**src/rtl/shift_req_pkg.sv**
```systemverilog
// Shared constants and the queued shift-request record for the shift request FIFO.
package shift_req_pkg;

    localparam int DEF_N     = 8;
    localparam int DEF_SW    = 3;
    localparam int DEF_DEPTH = 4;

    typedef struct packed {
        logic [DEF_N-1:0]  data;
        logic [DEF_SW-1:0] shamt;
        logic              ovf;
    } shift_req_t;

endpackage

```
**src/rtl/shift_ovf_check.sv**
```systemverilog
// Combinational overflow check: flags a left shift that would push nonzero bits out of N.
module shift_ovf_check #(
    parameter int N  = 8,
    parameter int SW = 3
) (
    input  logic [N-1:0]  data,
    input  logic [SW-1:0] shamt,
    output logic          ovf
);

    logic [31:0] w_rsh;

    // The bits that fall off the top are exactly data >> (N - shamt).
    assign w_rsh = 32'(N) - 32'(shamt);
    assign ovf   = (shamt != '0) && ((data >> w_rsh) != '0);

endmodule

```
**src/rtl/shift_req_fifo.sv**
```systemverilog
// First-word fall-through FIFO of shift requests; overflow is evaluated once on the write path.
module shift_req_fifo
    import shift_req_pkg::*;
#(
    parameter int DEPTH = DEF_DEPTH,
    parameter int N     = DEF_N,
    parameter int SW    = DEF_SW
) (
    input  logic                       clk,
    input  logic                       rst,
    input  logic                       in_valid,
    output logic                       in_ready,
    input  logic [N-1:0]               in_data,
    input  logic [SW-1:0]              in_shamt,
    output logic                       out_valid,
    input  logic                       out_ready,
    output logic [N-1:0]               out_data,
    output logic [SW-1:0]              out_shamt,
    output logic                       out_ovf,
    output logic [$clog2(DEPTH+1)-1:0] count
);

    localparam int AW = $clog2(DEPTH);
    localparam int CW = $clog2(DEPTH + 1);

    logic [AW-1:0] r_wr_ptr;
    logic [AW-1:0] r_rd_ptr;
    logic [CW-1:0] r_count;
    shift_req_t    r_mem [DEPTH];

    logic       w_push;
    logic       w_pop;
    logic       w_ovf;
    shift_req_t w_entry;
    shift_req_t w_head;

    shift_ovf_check #(
        .N  (N),
        .SW (SW)
    ) u_ovf_check (
        .data  (in_data),
        .shamt (in_shamt),
        .ovf   (w_ovf)
    );

    assign in_ready  = (r_count != CW'(DEPTH));
    assign out_valid = (r_count != '0);
    assign w_push    = in_valid & in_ready;
    assign w_pop     = out_valid & out_ready;

    assign w_entry.data  = in_data;
    assign w_entry.shamt = in_shamt;
    assign w_entry.ovf   = w_ovf;

    // Outputs read only registered storage, so a push is visible one cycle later at the earliest.
    assign w_head    = r_mem[r_rd_ptr];
    assign out_data  = out_valid ? w_head.data  : '0;
    assign out_shamt = out_valid ? w_head.shamt : '0;
    assign out_ovf   = out_valid ? w_head.ovf   : 1'b0;
    assign count     = r_count;

    always_ff @(posedge clk) begin
        if (!rst && w_push) begin
            r_mem[r_wr_ptr] <= w_entry;
        end
    end

    always_ff @(posedge clk) begin
        if (rst) begin
            r_wr_ptr <= '0;
            r_rd_ptr <= '0;
            r_count  <= '0;
        end else begin
            if (w_push) begin
                r_wr_ptr <= r_wr_ptr + 1'b1;
            end
            if (w_pop) begin
                r_rd_ptr <= r_rd_ptr + 1'b1;
            end
            case ({w_push, w_pop})
                2'b10:   r_count <= r_count + 1'b1;
                2'b01:   r_count <= r_count - 1'b1;
                default: r_count <= r_count;
            endcase
        end
    end

endmodule

```
**config.mk**
```make
export PLATFORM = sky130hd
export DESIGN_NAME = shift_req_fifo
export DESIGN_NICKNAME = d
export VERILOG_FILES = /design/src/rtl/shift_req_pkg.sv /design/src/rtl/shift_ovf_check.sv /design/src/rtl/shift_req_fifo.sv
export SDC_FILE = /design/constraint.sdc
export NUM_CORES = 1
export LEC_CHECK = 0
export BUFFER_PORTS_ARGS = -buffer_cell sky130_fd_sc_hd__buf_2
export CORE_MARGIN = 4
export CORE_UTILIZATION = 40
export CTS_BUF_LIST = sky130_fd_sc_hd__clkbuf_16
export DETAILED_ROUTE_END_ITERATION = 6
export GPL_TIMING_DRIVEN = 0
export SLEW_MARGIN = 30
export SYNTH_ARGS = -nofsm -noshare
export SYNTH_HDL_FRONTEND = slang
export SYNTH_HIERARCHICAL = 1
export SYNTH_SLANG_ARGS = --single-unit
```
**constraint.sdc**
```tcl
create_clock -name clk -period 3.1 [get_ports clk]
set_clock_uncertainty 0.15 [all_clocks]
set_input_delay 0.62 -clock clk [delete_from_list [all_inputs] [get_ports clk]]
set_output_delay 0.62 -clock clk [all_outputs]
set_load 0.05 [all_outputs]
```
==> flow_metrics.tcl <==
set metrics [dict create \
    cp.buffers_inverters 2 \
    arrival_ns 2.14 \
    post-route-period-util_pct 93.8 \
    port-buffer-count 31 \
    min_from "r_rd_ptr[1]" \
    rsz0062_at_grt "false" \
    holdBufCountCts 0 \
    path_clk_slew_ns 0.05 \
    netlist_top_cells_count "edfxtp_1 (48), mux4_2 (12), inv_1 (11)" \
    r2r-end "count[2]" \
    yosysMostFrequentCell "edfxtp_1" \
    ys.flop_type "edfxtp_1" \
    synth_edf_count 48 \
    numClockSinks 57 \
    synth.yosys.seq_area_share_pct 67.5 \
    grt.busiest_layer "met2" \
    leakage_nw 1.15 \
    drive_above_1_share_pct 34.5 \
    max_freq_ghz 0.344 \
    avgSynthCellArea_um2 16.5 \
    netlist.top_cell.by_area "edfxtp_1" \
    wl_per_cell_um 17.6 \
    hold_violations 0 \
    syn_inst 146 \
    core_um2 5680 \
    root_buffer "clkbuf_16" \
    cts_resized 0 \
    synth_nets 169 \
    critical_path.top_delay_family "simple AND/OR/NAND/NOR gates" \
    cts_buffer_depth 2 \
    drt_iter0_markers 66 \
    netlist-cell-type-count 31 \
    die_y_um 85.5 \
    cts_made_buffers 9 \
    tightest_slew_ns 0.727 \
    slew_viol_final 0 \
    async_flop_share_pct 0 \
    ioPinCount 32 \
    post-route-cell-area_um2 3020 \
    cp_max_fo 10 \
    timing.rr.start "count[1]" \
    ir_drop_mv 0.392 \
    ys_warn_count 6 \
    synth-seq-cells 57 \
    setup_viol 0 \
    path_class "reg -> out" \
    powerDensity_nw_per_um2 1010 \
    grtUsageMet2_pct 23.3 \
    viasPerCell 5.17 \
    grt_pass1_wl_mm 7.53 \
    synth.top_cell.area_share_pct 60.0 \
    hold_class "reg -> reg" \
    cp.required_ns 2.33 \
    startpoint_type "flop" \
    ys_top_cells_by_area "edfxtp_1 (60%), mux4_2 (11%), dfxtp_1 (7.5%)" \
    postCtsSetupRepairBufs 0 \
    worstPathCellList "nor3_1 -> clkbuf_1 -> and2b_1 -> buf_2" \
    cp-startpoint "count[0]" \
    overflow 0 \
    grt_util_met1_pct 16.3 \
    die_x_um 85.5 \
    wl_mm 4.72 \
    htree_levels 3 \
    min_path_cells 2 \
    place_area_um2 2710 \
    drt-pass1-iter-count 4 \
    drc 0 \
    hold_end "r_rd_ptr[1]" \
    antenna_found_initial 0 \
    diodes 0 \
    dpl.hpwl_mm 3.34 \
    max_cap_violations 0 \
    cp_slowest_stage_delay_ns 0.54 \
    vias 1390 \
    grt_pass1_vias 1505 \
    worstSkewPairLatency_ns 0.31 \
    die_area_um2 7310 \
    syn2layout_area_growth_pct 25.7 \
    ff2ff_path_depth 9 \
    ant_nets 0 \
    row_count 27 \
    synth_area_um2 2400 \
    met3_usage_pct 4.03 \
    crit_path_end_kind "output pin" \
    total_power_w 0.00305 \
    cts_tree "done" \
    start_util_pct 42.3 \
    final_core_util_pct 53.2 \
    hold_slack_ns 0.372 \
    status "complete, no violations" \
    grt.total_usage_pct 14.1 \
    grt_start_max_net_pins 11 \
    period_needed_ns 2.91 \
    slowest_stage "nor3_1" \
    rrSetupSlack_ns 0.33 \
    nets 215 \
    gp_congestion 0.769 \
    max-slew-margin-rel_pct 51.5 \
]
routing by layer:
layer | up-vias | share of wire (%)
li1 | 640 | -
met2 | 40 | 51
met3 | 10 | 4.3
met5 | - | 0
met1 | 700 | 42
met4 | 0 | 2.4
cell families (layout without fill, tap and decap cells):
family	count (synthesis)	count (layout)	synth area share (%)
AO/OA/AOI/OAI	12	12	3.12
XOR/XNOR	3	3	1.09
adder cells (fa/ha/maj)	8	8	4.48
buffers and inverters	15	66	2.50
flip-flops	57	57	67.5
multiplexers	14	14	12.3
AND/OR/NAND/NOR	37	37	9.01
power by group:
part           internal, W  switching (W)
clock network     0.000687       0.000299
logic             0.000346       0.000756
registers         0.000907      0.0000503
state kept, by name, indices dropped and copies added, names as in the netlist, named ones only:
signal	count
r_rd_ptr	2
r_wr_ptr	2
count	3
r_mem	48
worst max-delay path by stage:
stage / end / slack, ns / cells past startpoint
floorplan: count[2] / 0.05 / 9
global placement: r_mem[3][6] / -0.12 / 3
detailed placement: count[2] / 0.34 / 9
CTS: out_data[6] / 0.09 / 4
global route: out_data[6] / 0.01 / 4
finish: out_data[6] / 0.19 / 4
cells in the final DEF (no fill, tap or decap), drive strengths merged, types with 2 or more instances in the layout:
cell / synthesis / layout
buf: 2 / 37
dfxtp: 9 / 9
and2b: 6 / 6
a31oi: 2 / 2
clkinv: 0 / 2
xor2: 3 / 3
ha: 7 / 7
nor2b: 7 / 7
mux4: 12 / 12
nor2: 10 / 10
bufinv: 0 / 2
nor3b: 4 / 4
o21ai: 3 / 3
a21oi: 3 / 3
nand2: 3 / 3
nand2b: 2 / 2
clkbuf: 2 / 11
or3: 2 / 2
edfxtp: 48 / 48
inv: 11 / 14
layout make-up:
cell class                 count  area, um^2
multi-input combinational     74         741
tap                           72        90.1
sequential                    57        1620
timing repair buffer          35         200
buffer                         4        18.8
clock inverter                 7        80.1
fill                         462        2660
inverter                      11        41.3
clock buffer                   9         225
worst min-delay path: stages, from the launching register on:
cell     delay [ns]
dfxtp_1        0.30
o21ai_0        0.08
a21oi_1        0.08
through the flow:
step | instances | setup TNS [ns] | setup slack (ns)
3_3_place_gp | 249 | -5.17 | -0.123
4_1_cts | 269 | 0 | 0.0922
6_report | 269 | 0 | 0.191
5_1_grt | 269 | 0 | 0.0114
3_5_place_dp | 253 | 0 | 0.338
2_1_floorplan | 146 | 0 | 0.0548
(Power assumes the default switching activity.)
